### config.mk
export PLATFORM = sky130hd
export DESIGN_NAME = cp0_reg
export DESIGN_NICKNAME = d
export VERILOG_FILES = /design/src/rtl/cp0_reg.sv
export SDC_FILE = /design/constraint.sdc
export NUM_CORES = 1
export LEC_CHECK = 0
export CORE_AREA = 5 5 140 142
export CTS_CLUSTER_DIAMETER = 120
export DETAILED_ROUTE_END_ITERATION = 8
export DIE_AREA = 0 0 145 147
export GPL_TIMING_DRIVEN = 0
export PLACE_DENSITY = 0.74
export SETUP_SLACK_MARGIN = 0.15
export SYNTH_ARGS = -nofsm -noshare
export SYNTH_HDL_FRONTEND = slang
export SYNTH_SLANG_ARGS = --single-unit
export TNS_END_PERCENT = 50
### constraint.sdc
create_clock -name clk_i -period 2.7 [get_ports clk_i]
set_clock_uncertainty 0.15 [all_clocks]
set_input_delay 0.675 -clock clk_i [delete_from_list [all_inputs] [get_ports clk_i]]
set_output_delay 0.675 -clock clk_i [all_outputs]
set_load 0.1 [all_outputs]
### src/rtl/cp0_reg.sv
// ---------------------------------------------------------------------------
// cp0_reg -- MIPS Coprocessor-0 register file.
//
// Holds BadVAddr(8), Count(9), Compare(11), Status(12), Cause(13), EPC(14)
// and the constant PRId(15). mtc0 writes come from WB. Exception and eret
// updates come from MEM. Reads are a purely combinational mux with no write
// bypass, because EX forwards in-flight CP0 writes itself.
//
// Build option: define CP0_TIMER_EN to include the Count/Compare timer.
// Without it, Count and Compare read 0, their writes are dropped, and
// timer_int_o is tied to 0.
//
// Ports:
//   clk_i, rst_i          clock, synchronous active-high reset
//   we_i/waddr_i/wdata_i  mtc0 write port
//   raddr_i -> rdata_o    combinational read port
//   int_i[5:0]            level-sensitive hardware interrupt lines
//   exception_type_i      [31] valid, [4:0] ExcCode; 32'h8000_000E is eret
//   current_instr_addr_i  PC of the excepting instruction
//   is_in_delayslot_i     excepting instruction sits in a delay slot
//   bad_vaddr_i           faulting address for AdEL/AdES
//   count_o .. badvaddr_o live register values
//   timer_int_o           sticky timer interrupt
//
// Handshake: there is no valid/ready pairing. A write with we_i high and an
// exception with exception_type_i[31] high are each accepted at the rising
// edge where they are present. When both occur in the same cycle, the
// exception fields override the mtc0 write.
// ---------------------------------------------------------------------------
module cp0_reg #(
  parameter logic [31:0] PRID = 32'h0000_4220
) (
  input  logic        clk_i,
  input  logic        rst_i,
  input  logic        we_i,
  input  logic [4:0]  waddr_i,
  input  logic [31:0] wdata_i,
  input  logic [4:0]  raddr_i,
  output logic [31:0] rdata_o,
  input  logic [5:0]  int_i,
  input  logic [31:0] exception_type_i,
  input  logic [31:0] current_instr_addr_i,
  input  logic        is_in_delayslot_i,
  input  logic [31:0] bad_vaddr_i,
  output logic [31:0] count_o,
  output logic [31:0] compare_o,
  output logic [31:0] status_o,
  output logic [31:0] cause_o,
  output logic [31:0] epc_o,
  output logic [31:0] badvaddr_o,
  output logic        timer_int_o
);

  localparam logic [4:0]  ADDR_BADVADDR = 5'd8;
  localparam logic [4:0]  ADDR_COUNT    = 5'd9;
  localparam logic [4:0]  ADDR_COMPARE  = 5'd11;
  localparam logic [4:0]  ADDR_STATUS   = 5'd12;
  localparam logic [4:0]  ADDR_CAUSE    = 5'd13;
  localparam logic [4:0]  ADDR_EPC      = 5'd14;
  localparam logic [4:0]  ADDR_PRID     = 5'd15;

  localparam logic [31:0] STATUS_RESET  = 32'h0040_0000;
  // IM[15:8], EXL[1] and IE[0] are the only Status bits that software can write.
  localparam logic [31:0] STATUS_WMASK  = 32'h0000_FF03;
  localparam logic [31:0] ERET_CODE     = 32'h8000_000E;

  logic [31:0] count_q,    count_d;
  logic [31:0] compare_q,  compare_d;
  logic [31:0] status_q,   status_d;
  logic [31:0] epc_q,      epc_d;
  logic [31:0] badvaddr_q, badvaddr_d;
  logic        timer_q,    timer_d;
  // Cause is stored as its live fields only. TI is a mirror of timer_q.
  logic        bd_q,       bd_d;
  logic [7:0]  ip_q,       ip_d;
  logic [4:0]  exc_q,      exc_d;

  logic wr_count, wr_compare, exc_take, exc_eret;

  assign wr_count   = we_i && (waddr_i == ADDR_COUNT);
  assign wr_compare = we_i && (waddr_i == ADDR_COMPARE);
  assign exc_eret   = (exception_type_i == ERET_CODE);
  assign exc_take   = exception_type_i[31] && !exc_eret;

  // ---------------------------------------------------------------------
  // Next-state logic. The mtc0 write is applied first. Exception and eret
  // updates then overwrite only the fields they own. Decisions about EPC
  // and BD use the EXL value from before this cycle (status_q).
  // ---------------------------------------------------------------------
  always_comb begin
    status_d   = status_q;
    epc_d      = epc_q;
    badvaddr_d = badvaddr_q;
    bd_d       = bd_q;
    exc_d      = exc_q;
    ip_d       = ip_q;

    if (we_i) begin
      case (waddr_i)
        ADDR_STATUS: status_d = (wdata_i & STATUS_WMASK) | STATUS_RESET;
        ADDR_CAUSE:  ip_d[1:0] = wdata_i[9:8];
        ADDR_EPC:    epc_d = wdata_i;
        default: ;
      endcase
    end

    // Hardware interrupt pending bits follow the input lines every cycle.
    // IP7 is shared between int_i[5] and the timer.
    ip_d[7:2] = {int_i[5] | timer_q, int_i[4:0]};

    if (exc_take) begin
      exc_d       = exception_type_i[4:0];
      status_d[1] = 1'b1;
      if (!status_q[1]) begin
        epc_d = is_in_delayslot_i ? (current_instr_addr_i - 32'd4)
                                  : current_instr_addr_i;
        bd_d  = is_in_delayslot_i;
      end
      if (exception_type_i[4:0] == 5'd4 || exception_type_i[4:0] == 5'd5)
        badvaddr_d = bad_vaddr_i;
    end else if (exc_eret) begin
      status_d[1] = 1'b0;
    end
  end

`ifdef CP0_TIMER_EN
  // A write to Count replaces the increment for that cycle. A write to
  // Compare clears the interrupt, and the clear wins over a same-cycle match.
  always_comb begin
    count_d   = wr_count ? wdata_i : (count_q + 32'd1);
    compare_d = wr_compare ? wdata_i : compare_q;
    timer_d   = timer_q;
    if (wr_compare)
      timer_d = 1'b0;
    else if (count_q == compare_q)
      timer_d = 1'b1;
  end
`else
  always_comb begin
    count_d   = '0;
    compare_d = '0;
    timer_d   = 1'b0;
  end
`endif

  // ---------------------------------------------------------------------
  // State registers. Reset discards every update pending in that cycle.
  // ---------------------------------------------------------------------
  always_ff @(posedge clk_i) begin
    if (rst_i) begin
      count_q    <= '0;
      compare_q  <= '0;
      status_q   <= STATUS_RESET;
      epc_q      <= '0;
      badvaddr_q <= '0;
      timer_q    <= 1'b0;
      bd_q       <= 1'b0;
      ip_q       <= '0;
      exc_q      <= '0;
    end else begin
      count_q    <= count_d;
      compare_q  <= compare_d;
      status_q   <= status_d;
      epc_q      <= epc_d;
      badvaddr_q <= badvaddr_d;
      timer_q    <= timer_d;
      bd_q       <= bd_d;
      ip_q       <= ip_d;
      exc_q      <= exc_d;
    end
  end

  // ---------------------------------------------------------------------
  // Outputs and the read mux
  // ---------------------------------------------------------------------
  assign count_o     = count_q;
  assign compare_o   = compare_q;
  assign status_o    = status_q;
  assign cause_o     = {bd_q, timer_q, 14'd0, ip_q, 1'b0, exc_q, 2'b00};
  assign epc_o       = epc_q;
  assign badvaddr_o  = badvaddr_q;
  assign timer_int_o = timer_q;

  always_comb begin
    rdata_o = '0;
    case (raddr_i)
      ADDR_BADVADDR: rdata_o = badvaddr_q;
      ADDR_COUNT:    rdata_o = count_q;
      ADDR_COMPARE:  rdata_o = compare_q;
      ADDR_STATUS:   rdata_o = status_q;
      ADDR_CAUSE:    rdata_o = cause_o;
      ADDR_EPC:      rdata_o = epc_q;
      ADDR_PRID:     rdata_o = PRID;
      default:       rdata_o = '0;
    endcase
  end

endmodule

After elaboration in Yosys (flattened, before gate mapping)
Index checks and enable logic that the tools add are counted.
{"block": "word_totals", "wordCells": 41, "inputBits": 148, "output_inout_bits": 225, "register_bits": 88}
{"block": "classes", "add_sub_neg": 1, "n_bitwise": 1, "n_eq_ne": 11, "reduce_logical": 10, "n_mux": 10}
{"operator": "$mux 32", "count": 5}
{"operator": "$pmux 32 s5", "count": 1}
{"operator": "$eq 5x4->1 const B", "count": 8}
{"operator": "$eq 32x32->1 const B", "count": 1}
{"operator": "$sub 32x3->32 const B", "count": 1}
{"operator": "$eq 5x3->1 const B", "count": 2}
{"operator": "$reduce_and 2->1", "count": 5}
{"operator": "$reduce_bool 3->1", "count": 2}
{"operator": "$mux 2", "count": 2}
{"operator": "$mux 1", "count": 2}
{"operator": "$logic_and 1x1->1", "count": 1}
{"operator": "$logic_not 1->1", "count": 1}
{"operator": "$logic_or 1x1->1", "count": 1}
{"operator": "$not 1->1", "count": 1}

Longest topological paths before layout
Gate-level depths: netlist of the first run.
{"block": "depth", "ltp_word": 5, "depth_mapped": 7, "mapped_depth_nobuf": 7}

Worst setup path before layout of the first run
Ideal clock, no wire load.
{"block": "synth_path", "path_kind": "input-to-output", "from": "in raddr_i[4]", "to": "out rdata_o[10]", "arrival_ps": 2469, "cell_stages": 5, "path_slack_ps": -594, "required_ps": 1875, "path_buffers": 1, "path_cell_list": "nor3b_1 nor3b_1 clkbuf_1 a222oi_1 nand2_1"}
{"block": "synth_via", "elab_chain_len": 2, "word_cells_on_any_way": 6, "classes_between": "5 x eq/ne; 1 x mux"}
{"item": "from (decl)", "line_no": "38", "text": "input logic [4:0] raddr_i,"}
{"item": "$eq 5x4->1", "line_no": "186", "text": "case (raddr_i)"}
{"item": "$pmux 32 s5 (*)", "line_no": "186"}
{"item": "to (decl)", "line_no": "39", "text": "output logic [31:0] rdata_o,"}
Mark *: on every way between the ends. The rest lies on a longest branch, timed or not.

Worst setup path in the final report of the first run
{"block": "layout_path", "from": "in raddr_i[3]", "to": "out rdata_o[10]"}
Same word-level chain as after synthesis.

==> results of run 1 <==
[area by class of cell]
class,instances,area [um^2]
buffer,145,1141
clock buffer,10,239.0
clock inverter,6,67.56
fill,1632,8140
inverter,10,37.54
multi-input combinational,509,3508
sequential,88,1762
tap,234,292.8
timing repair buffer,290,3142
[worst min path at each step]
stage,endpoint,slack [ps]
after floorplan,bd_q$_SDFFE_PP0P_,300
after global placement,badvaddr_o[3]$_SDFFE_PP0P_,310
after detailed placement,badvaddr_o[12]$_SDFFE_PP0P_,320
after CTS,badvaddr_o[12]$_SDFFE_PP0P_,330
after global routing,badvaddr_o[4]$_SDFFE_PP0P_,340
final,badvaddr_o[12]$_SDFFE_PP0P_,330
[routing by layer]
| layer | GRT usage [%] | part of all wire, % | vias to the layer above |
|---|---|---|---|
| met4 | 7.345 | 3.2 | 2 |
| met3 | 5.984 | 7.3 | 52 |
| li1 | - | - | 2888 |
| met1 | 25.88 | 40 | 2739 |
| met2 | 37.82 | 50 | 267 |
| met5 | 0 | 0.044 | - |
[repair_timing]
action	in CTS	in global routing
resized for setup	475	64
cloned	5	0
setup buffers	13	7
endpoints found under the setup margin	188	77
pin swaps	52	28
[synthesized netlist by cell type (9+ instances only)]
cell type and n:
nor4_1 9, a22o_1 15, nor2b_1 21, dfxtp_1 88
a222oi_1 13, inv_1 10, clkbuf_1 32, nor2_1 47
a211oi_1 44, mux2i_1 32, xnor2_1 25, buf_4 107
nor3_1 15, a21oi_1 34, nand2_1 87
[metrics by stage]
stage | cells | power (mW)
final | 1292 | 4.609
after global routing | 1292 | 4.760
after CTS | 1285 | 4.587
after detailed placement | 1251 | 3.285
after global placement | 1251 | 3.276
after floorplan | 752 | 2.822
[power breakdown]
part           switching (mW)  total (mW)  leakage (nW)  internal [mW]
Sequential             0.0677        1.42         0.720           1.36
Clock                   0.549        1.30         0.145          0.746
Combinational            1.39        1.89          3.84          0.501
[critical path, delay by kind of cell]
kind / cells / cell delay [ps]
buffers and inverters: 3 / 450
and+or+nand+nor: 3 / 390
AOI/OAI and AO/OA: 1 / 590
[state kept, by name, summed over array words and instances (netlist names)]
signal / flops
badvaddr_o: 32
bd_q: 1
epc_o: 32
exc_q: 5
ip_q: 8
status_o: 10
[cells by family (layout without fill, tap and decap cells)]
| group | Yosys count | after routing | share of synthesized area (%) |
|---|---|---|---|
| flip-flops | 88 | 88 | 32.78 |
| adder cells (fa/ha/maj) | 1 | 1 | 0.2328 |
| AO/OA/AOI/OAI | 119 | 119 | 16.55 |
| XOR/XNOR | 28 | 28 | 4.564 |
| other | 2 | 105 | 0.1397 |
| AND/OR/NAND/NOR | 223 | 223 | 20.93 |
| multiplexers | 33 | 33 | 6.170 |
| buffers and inverters | 155 | 461 | 18.63 |
==> implementation parameters, run 1 <==
Parameter                              Value

Global routing
  Largest net degree at the start of global routing ... 16
  Vias in the first global route ... 6069
  Global-route usage over all layers ... between 20% and 30%
  Number of antenna violations at the first check in global routing ... 1
  First-pass GRT wire length ... 36.54 mm
  Total congestion overflow ... 0

Worst setup path
  Highest fanout seen on the critical path ... 5
  Delay of the slowest critical-path stage ... around 600 ps
  Kind of launch point of the worst setup path ... primary input
  Critical register-to-register path endpoint ... epc_o[12]$_SDFF_PP0_
  Worst setup endpoint ... rdata_o[10]
  Endpoint type of the worst setup path ... output pin
  Length in cells of the worst reg-to-reg path ... 5
  Crit path max-delay cell type ... a222oi_1
  CP Data Arrival Time ... 2120 ps
  Setup slack of the most critical reg-to-reg path ... roughly 1200 ps
  Start of the worst register-to-register path ... status_o[1]$_SDFFE_PP0P_
  Cell chain of the critical path ... buf_6, nor3b_4, nor3b_4, clkbuf_8, a222oi_1, nand2_4, buf_12
  Crit Path Category ... in -> out
  Cell mode on critical path ... nor3b_4
  Data required time at the worst endpoint ... between 1500 and 2000 ps
  Critical path launch point ... raddr_i[3]

Synth
  Netlist cell types ... 48
  Netlist area before placement ... 0.005374 mm^2
  Number of synthesis warnings ... 0
  Top cells by area in the synthesized netlist ... dfxtp_1, buf_4, a211oi_1
  Synth area leader ... dfxtp_1
  #FFs+latches synth ... 88
  Share of the synthesized area in the top cell type ... 32.78%
  Avg Synthesized Cell Area ... ~8.3 um^2
  Number of enable-type register cells in the synthesized netlist ... 0
  Number of instances in the synthesized netlist ... 649
  Dominant register cell in the synthesized netlist ... dfxtp_1
  Part of the Yosys area used for sequential elements ... 32.78%
  Post-synth ARST share ... 0%

Cells and area
  Layout cells sized above 1 ... 28.36%
  Cell area after layout ... 0.01019 mm^2
  Most frequent standard cell in the layout excluding fill and tap cells ... clkdlybuf4s50_1
  Net count, final ... approximately 1200
  Layout Area Growth over Synthesis ... 89.62%
  Top library cells by usage in the layout, fill and taps aside ... clkdlybuf4s50_1, buf_4, conb_1, dlygate4sd2_1, dfxtp_1
  Antenna diode count ... 0
  Util after Layout ... 55.59%

Placed design
  Final HPWL DP ... 19.53 mm
  Routability congestion estimate ... 0.8506
  Pre-CTS worst setup slack ... -1769 ps
  Count of buffers from port buffering ... 265
  Placement-stage cell area ... 0.008906 mm^2

Routing
  Vias per Instance ... about 4.6
  Number of antenna-violating nets in the routed design ... 0
  Iteration count of the initial detailed-routing pass ... 5
  Final routed wirelength across all metal layers ... 24.88 mm
  Detailed-route DRC error count ... 0
  Initial detailed-routing violation count ... 323
  Per-cell routed wire length ... 19.26 um
  Via count ... 5948

Power
  Worst-case vdd ir drop ... 0.2771 mV
  Standby leakage power ... ~4.7 nW
  Power density normalized to cell area ... 452.3 mW/mm^2

Clock network
  CTS root buf ... clkbuf_16
  Clock tree from TritonCTS ... built
  Number of buffers inserted by hold repair at cts ... 0
  Clock network latency to the later pin of the worst-skew pair ... 340 ps
  Number of sinks on the clock net ... 88
  CTS clock-pin slew for the worst setup and hold paths ... 70 ps
  Buffer levels on the longest clock path ... 2
  CTS H-tree depth ... 3
  Total clock buffers created by CTS ... 9

Timing
  Share of the clock period used by the worst path ... 109.1%
  Clock period minus final worst setup slack ... 2947 ps
  Worst hold margin ... 325.6 ps
  Final hold vios ... 0
  Slew Limit Headroom ... 32.19%
  Maximum operating frequency ... between 300 and 400 MHz
  Worst Max-Slew Pin Slew ... 1014 ps
  Worst path setup slack after routing ... -247.0 ps
  RSZ-0062 raised after global routing ... yes
  Setup_tns ... -3345 ps
  Number of max-slew violations in the final report ... 0
  Total of endpoints with negative setup slack in the final report ... 33

Floorplan
  Area of the core region ... 0.01833 mm^2
  Effective utilization at floorplan ... just under 30%
  Number of placement rows ... 50
  Die height ... 147 um
  I/O pins ... ~370
  Width of the chip ... 145 um
  Die outline area ... 0.02132 mm^2

Min path
  Worst hold path startpoint ... badvaddr_o[12]$_SDFFE_PP0P_
  Cells on Worst Hold Path ... 2
  Class of the tightest hold or removal check ... reg -> reg

Outcome
  Failing checks ... setup timing
  Run status ... complete, but fails checks

Job
  Max-Cap Viols ... 0
Note: power is estimated with default switching activity, not from simulation.
==> run 2: changes to the inputs <==
Settings changed: ABC_CLOCK_PERIOD_IN_PS from default to 2700, SLEW_MARGIN from default to 20.
==> results of run 2 <==
Final layout, timing and power as in run 1 (identical DEF).
